==> src/rtl/data_mem_ctrl.sv <==
// Byte-addressed data memory with req/ready handshake, programmable wait states and
// LB/LBU/LH/LHU/LW/SB/SH/SW support. Optional misalignment trap: DMEM_MISALIGN_TRAP_EN.
module data_mem_ctrl #(
  parameter int DATA_WIDTH  = 32,
  parameter int ADDR_WIDTH  = 7,
  parameter int WAIT_STATES = 0
) (
  input  logic                  clk,
  input  logic                  rst_n,
  input  logic                  req,
  input  logic                  we,
  input  logic [1:0]            size,
  input  logic                  uns,
  input  logic [ADDR_WIDTH-1:0] addr,
  input  logic [DATA_WIDTH-1:0] wdata,
  output logic                  busy,
  output logic                  ready,
  output logic [DATA_WIDTH-1:0] rdata,
  output logic                  err
);

  localparam int DEPTH = 2 ** (ADDR_WIDTH - 2);

  typedef enum logic [1:0] {S_IDLE, S_WAIT, S_RESP} state_t;

  state_t                  r_state, w_next_state;
  logic [3:0]              r_wait_cnt;
  logic                    r_we, r_uns;
  logic [1:0]              r_size;
  logic [ADDR_WIDTH-1:0]   r_addr;
  logic [DATA_WIDTH-1:0]   r_wdata;
  logic [DATA_WIDTH-1:0]   r_rdata;
  logic                    r_err;
  logic [DATA_WIDTH-1:0]   r_mem [DEPTH];

  logic                    w_we, w_uns, w_commit, w_misalign;
  logic [1:0]              w_size, w_lane;
  logic [ADDR_WIDTH-1:0]   w_addr, w_addr_al;
  logic [ADDR_WIDTH-3:0]   w_idx;
  logic [DATA_WIDTH-1:0]   w_wdata, w_word, w_wlanes, w_load;
  logic [3:0]              w_be;
  logic [7:0]              w_byte;
  logic [15:0]             w_half;

  // With zero wait states the commit edge is the accept edge, so the request is
  // taken straight from the ports while idle and from the latched copy otherwise.
  assign w_we    = (r_state == S_IDLE) ? we    : r_we;
  assign w_uns   = (r_state == S_IDLE) ? uns   : r_uns;
  assign w_size  = (r_state == S_IDLE) ? size  : r_size;
  assign w_addr  = (r_state == S_IDLE) ? addr  : r_addr;
  assign w_wdata = (r_state == S_IDLE) ? wdata : r_wdata;

  // NOTE: every always_comb output gets a default first so no path leaves it unassigned (no latch).
  always_comb begin
    w_next_state = r_state;
    case (r_state)
      S_IDLE: if (req) w_next_state = (WAIT_STATES > 0) ? S_WAIT : S_RESP;
      S_WAIT: if (r_wait_cnt == 4'd0) w_next_state = S_RESP;
      S_RESP: w_next_state = S_IDLE;
      default: w_next_state = S_IDLE;
    endcase
  end

  assign w_commit = (w_next_state == S_RESP);

  always_comb begin
    w_misalign = 1'b0;
    w_addr_al  = w_addr;
`ifdef DMEM_MISALIGN_TRAP_EN
    w_misalign = ((w_size == 2'b01) && w_addr[0]) ||
                 (w_size[1] && (w_addr[1:0] != 2'b00));
`else
    if (w_size == 2'b01)  w_addr_al[0]   = 1'b0;
    else if (w_size[1])   w_addr_al[1:0] = 2'b00;
`endif
  end

  assign w_idx  = w_addr_al[ADDR_WIDTH-1:2];
  assign w_lane = w_addr_al[1:0];
  assign w_word = r_mem[w_idx];
  assign w_byte = w_word[8*w_lane +: 8];
  assign w_half = w_word[16*w_lane[1] +: 16];

  // Lane enables, lane-replicated store data and extended load data share one size decode.
  always_comb begin
    w_be     = 4'b1111;
    w_wlanes = w_wdata;
    w_load   = w_word;
    case (w_size)
      2'b00: begin
        w_be     = 4'b0001 << w_lane;
        w_wlanes = {4{w_wdata[7:0]}};
        w_load   = {{24{~w_uns & w_byte[7]}}, w_byte};
      end
      2'b01: begin
        w_be     = w_lane[1] ? 4'b1100 : 4'b0011;
        w_wlanes = {2{w_wdata[15:0]}};
        w_load   = {{16{~w_uns & w_half[15]}}, w_half};
      end
      default: ;
    endcase
  end

  // NOTE: sequential state uses non-blocking assignments so every register samples pre-edge values.
  always_ff @(posedge clk) begin
    if (!rst_n) begin
      r_state    <= S_IDLE;
      r_wait_cnt <= 4'd0;
      r_we       <= 1'b0;
      r_uns      <= 1'b0;
      r_size     <= 2'b00;
      r_addr     <= '0;
      r_wdata    <= '0;
      r_rdata    <= '0;
      r_err      <= 1'b0;
    end else begin
      r_state <= w_next_state;
      if (r_state == S_IDLE && req) begin
        r_we       <= we;
        r_uns      <= uns;
        r_size     <= size;
        r_addr     <= addr;
        r_wdata    <= wdata;
        r_wait_cnt <= 4'(WAIT_STATES - 1);
      end else if (r_state == S_WAIT && r_wait_cnt != 4'd0) begin
        r_wait_cnt <= r_wait_cnt - 4'd1;
      end
      if (w_commit) begin
        r_rdata <= (w_we || w_misalign) ? '0 : w_load;
        r_err   <= w_misalign;
      end
    end
  end

  // NOTE: the array has no reset; contents survive rst_n, only an aborted access is suppressed.
  always_ff @(posedge clk) begin
    if (rst_n && w_commit && w_we && !w_misalign) begin
      for (int k = 0; k < 4; k++) begin
        if (w_be[k]) r_mem[w_idx][8*k +: 8] <= w_wlanes[8*k +: 8];
      end
    end
  end

  assign busy  = (r_state != S_IDLE);
  assign ready = (r_state == S_RESP);
  assign rdata = r_rdata;
  assign err   = r_err;

endmodule

==> config.mk <==
export PLATFORM = sky130hd
export DESIGN_NAME = data_mem_ctrl
export DESIGN_NICKNAME = d
export VERILOG_FILES = /design/src/rtl/data_mem_ctrl.sv
export SDC_FILE = /design/constraint.sdc
export NUM_CORES = 1
export LEC_CHECK = 0
export ABC_AREA = 1
export CORE_UTILIZATION = 55
export CTS_CLUSTER_SIZE = 20
export DETAILED_ROUTE_END_ITERATION = 10
export PLACE_DENSITY = 0.72
export SYNTH_ARGS = -nofsm -noshare
export SYNTH_HDL_FRONTEND = slang
export SYNTH_SLANG_ARGS = --single-unit
==> constraint.sdc <==
create_clock -name clk -period 4.4 [get_ports clk]
set_input_delay 0.66 -clock clk [delete_from_list [all_inputs] [get_ports clk]]
set_output_delay 0.66 -clock clk [all_outputs]
set_load 0.01 [all_outputs]
* Word-level counts from Yosys, hierarchy flattened *
Memory sizes are Yosys's and may differ from the RTL's.
Cells that the tools add are included.

storage, ports and cells
  ROM bits = 0
  latch bits = 0
  register bits = 81
  memories kept = 1
  output and inout bits = 35
  bits in writable memories = 1,024

cells by class
  multiplexer cells = 30
  eq/ne operators = 4
  add/sub/neg operators = 1
  shifts and indexed selects = 3
  reduce and logical (&&, ||, !) cells = 10
  magnitude comparators = 0
  bitwise gates (word level) = 3
  multipliers = 0
  divide/modulo/power cells = 0

memories
  name   words  width  read ports  clocked after Yosys merged registers in  write ports  line  RTL
  r_mem  32     32     1           0                                        1            34    logic [DATA_WIDTH-1:0] r_mem [DEPTH];

operators with widths
  cell                   count
  $pmux W32 S2           2
  $mux W32               2
  $shiftx A32 B6 Y16     1
  $shiftx A32 B6 Y8      1
  $mux W1                16
  $mux W4                3
  $mux W2                4
  $pmux W4 S2            1
  $mux W7                1
  $eq A2 B1 Y1 const B   2
  $eq A2 B2 Y1 const B   2
  $logic_and A1 B1 Y1    4
  $logic_not A2 Y1       2
  $logic_not A4 Y1       1
  $pmux W2 S2            1
  $reduce_bool A2 Y1     2
  $reduce_bool A4 Y1     1
  $shl A1 B2 Y4 const A  1
  $sub A4 B1 Y4 const B  1
  $and A1 B1 Y1          2
  $not A1 Y1             1

* Logic depth before layout (Yosys ltp) *
  depth in word-level cells = 9
  gate-level depth with buffers = 20
  gate-level depth less buffers = 18

* Worst setup path after synthesis *
OpenSTA, ideal clock, no wires.

  path type = flip-flop to flip-flop
  start point = register r_state[0]
  end point = memory r_mem[0][10], data pin
  stages on the path, launching flop included = 10
  setup slack = 1,110 ps
  required time = 3,946 ps
  period minus slack after synthesis = 3,290 ps
  arrival = 2,836 ps
  path through = dfxtp_1 -> nor2_4 -> buf_2 -> nor2_2 -> a21oi_2 -> inv_2 -> buf_2 -> nor2_2 -> clkbuf_1 -> o21ai_0

between the ends
  longest elaborated chain between the ends = 4
  elaborated cells on any way between the ends = 6
  classes of those cells = eq/ne (1); mux (3); reduce/logical (2)

RTL lines
  what                                                     line    RTL
  start, declared                                          26      state_t r_state, w_next_state;
  start signal, assigned                                   117     r_state <= w_next_state;
  $logic_not A2 Y1 *                                       49, 51
  $mux W2                                                  49      assign w_size = (r_state == S_IDLE) ? size : r_size;
  $eq A2 B1 Y1 / $logic_not A2 Y1 (equally long branches)  89      case (w_size)
  $pmux W32 S2 *                                           89
  named net w_wlanes[10]                                   40      logic [DATA_WIDTH-1:0] w_wdata, w_word, w_wlanes, w_load;
  end, declared                                            34

Mark *: on every way through the listed nets, which the timed path passes. The rest lies on a longest branch.

* Worst setup path after layout *
  start point = register r_state[0]
  end point = memory r_mem[7][23] (enable)

between the ends
  longest elaborated chain between the ends = 9
  elaborated cells on any way between the ends = 22
  classes of those cells = eq/ne (3); shift (1); mux (14); reduce/logical (4)

RTL lines
  what                                             line        RTL
  $logic_not A2 Y1                                 -
  $mux W2 / $mux W7 (equally long branches)        49, 50
  $eq A2 B1 Y1 / $mux W2 (equally long branches)   73, 89, 74
  $mux W1                                          73          if (w_size == 2'b01) w_addr_al[0] = 1'b0;
  $mux W4 / $shl A1 B2 Y4 (equally long branches)  96, 91
  $pmux W4 S2                                      89
  $mux W1                                          139         if (w_be[k]) r_mem[w_idx][8*k +: 8] <= w_wlanes[8*k +: 8];
  $mux W1                                          137         if (rst_n && w_commit && w_we && !w_misalign) begin
  $mux W1 (implied by the code)                    139

Parallel ways exist; a longest one is shown, timed or not.

==> out/results.ini <==
[floorplan]
die_h_um=287
ios=81
die_area_um2=82400
initial_core_util=0.556
dieWidth_um=287
rows=104
coreArea_um2=80400

[synthesis]
syn_inst=3838
synth-xor-area-share=0
yosysWarnings=0
post-synth-top-area-cell=edfxtp_1
synth_compound_area_frac=0.0977
ys_ff_latch=1105
synth_flop_cell=edfxtp_1
synth_top_family_by_area=simple AND/OR/NAND/NOR gates
synth_most_common_cell=edfxtp_1
synthDistinctLibCells=43
synthTopCellsByCount=edfxtp_1, nand2_1, nor2_1
synth_edf_count=1024
synth.area.mux_share=0.000448
yosysSeqAreaShare=0.724
synth_area_um2=44700
syn_area_per_cell_um2=11.6
yosys-top-cells-area=edfxtp_1, nand2_1, dfxtp_1
synthSimpleGateAreaFrac=0.125
synth_top_area_frac=0.688
synthArstFlopShare=0
synth_fa_ha_area_frac=0.000280
synth_nets=3885

[detailed_routing]
drc=0
viasPerCell=5.87
detail_route.wl_per_cell_um=23.8
wirelength_um=124000
drt_first_pass_iters=6
via_count=30561
ant_nets=0
drt-initial-drc-count=4173

[timing]
finalCritPeriodShare=0.876
finalSetupViolCount=0
skew_ps=43.3
fmax_mhz=259
finalCriticalPeriod_ps=3860
maxSlewHeadroom=0.267
hold_viol=0
holdWs_ps=454
rsz0062_at_grt=no
tns_ps=0
slew_viol_final=0
worst_pin_slew_ps=1100

[finish]
fin_util=0.643
drive_above_1_share=0.111
design_area_um2=51700
area_growth_syn_to_layout_pct=15.7
nets=4096
antennaDiodeCount=0

[worst_setup_path]
end_kind=flip-flop
crit_type=flip-flop to flip-flop
crit_fanout=30
cp.required_ps=4710
worstPathArrival_ps=4170
critPathLaunchType=flip-flop
r2r_slack_ps=540

[clock_tree]
post_cts_resize_count=0
numClockSinks=1105
ctsHoldBuffers=0
tritoncts=yes
cts_setup_buffers=0
ctsRootBufferMaster=clkbuf_16
h-tree-depth=3
clkLatencyLatePin_ps=700
numCtsBuffers=108
cts_buffer_depth=3
clk_pin_slew_ps=60

[power_and_ir_drop]
p_leak_nw=19.1
irDropWorstVdd_mv=0.356
power.density_nw_per_um2=460

[placement]
place_area_um2=48000
globalplace.congestion=0.992
dp_hpwl_um=77900
io_buffers=79

[grt]
grt_antenna_before_repair=0
grt_max_degree=90
gr-usage-all-layers=0.299
grt_pass1_vias=28625
grt_first_pass_wirelength_um=181000
gr-total-overflow=0

[run_status]
outcome=complete, no violations

[job]
maxCapViolCount=0

[hold_path]
hp-class=flip-flop to flip-flop

==> registers in the layout, indices dropped and copies added, names as in the netlist <==
signal	flops
r_state	2
r_mem	1024
r_size	2
r_addr	7
r_uns	1
rdata	32
r_we	1
r_wdata	32
r_wait_cnt	4
==> placed cells by master, fill, tap and decap left out, types with 79 or more instances in the layout <==
| master | netlist | final |
|---|---|---|
| edfxtp_1 | 1024 | 1024 |
| nor2_1 | 411 | 411 |
| inv_1 | 338 | 337 |
| buf_4 | 13 | 197 |
| nand2_1 | 830 | 829 |
| o21ai_1 | 138 | 138 |
| o21ai_0 | 320 | 312 |
| dfxtp_1 | 81 | 81 |
| a21oi_1 | 101 | 100 |
| clkbuf_16 | 0 | 108 |
| clkdlybuf4s50_1 | 0 | 79 |
| o22ai_1 | 188 | 186 |
==> metrics by stage <==
step | std cells | power (W) | worst slack, ps
after floorplan | 3838 | 0.0133 | 1110
after global placement | 4999 | 0.0143 | 641
after detailed placement | 4999 | 0.0144 | 587
after CTS | 5205 | 0.0238 | 632
after global routing | 5205 | 0.0244 | 373
final | 5205 | 0.0238 | 545
==> final timing paths <==
check             startpoint           end  cells after the start
setup / recovery  r_state[0]  r_mem[7][23]                      8
hold / removal    r_wdata[6]    r_wdata[6]                      2
setup reg to reg  r_state[0]  r_mem[7][23]                      8
hold reg to reg   r_wdata[6]    r_wdata[6]                      2
==> report_power, final <==
group          leakage [nW]  total, W  switching [W]  internal (W)
Sequential             9.89    0.0118      0.0000415        0.0118
Combinational          7.42   0.00239        0.00177      0.000617
Clock                  1.81   0.00957        0.00402       0.00554
Total                  19.1    0.0238        0.00584        0.0179
==> final cells by class <==
| type | instances | area [µm²] |
|---|---|---|
| tap | 1060 | 1330 |
| multi-input combinational | 2189 | 10200 |
| clock inverter | 74 | 876 |
| sequential | 1105 | 32400 |
| clock buffer | 132 | 2820 |
| fill | 5869 | 28700 |
| timing repair buffer | 300 | 2750 |
| inverter | 345 | 1300 |
==> per-layer routing <==
| layer | vias to the layer above | GRT usage | wire [µm] |
|---|---|---|---|
| met5 | - | 0 | 0 |
| met4 | 0 | 0.141 | 6090 |
| met3 | 305 | 0.0521 | 13100 |
| met2 | 1856 | 0.469 | 57400 |
| met1 | 14635 | 0.409 | 47200 |
| li1 | 13765 | - | - |
==> worst max-delay path: stages (launching register included) <==
cell and delay, ps:
dfxtp_1 350, nor2_4 730, nand2_1 110, o21ai_0 290, inv_1 120, nor3_1 500, nand3_1 380, buf_4 290
nor2_1 690
==> kinds of logic (layout without fill, tap and decap cells) <==
| logic type | count (synthesis) | in the layout |
|---|---|---|
| AO/OA/AOI/OAI | 798 | 798 |
| adder cells (fa/ha/maj) | 1 | 1 |
| buffers and inverters | 544 | 851 |
| flip-flops | 1105 | 1105 |
| multiplexers | 2 | 2 |
| other | 1 | 1 |
| AND/OR/NAND/NOR | 1387 | 1387 |
Note: power is estimated with default switching activity, not from simulation.
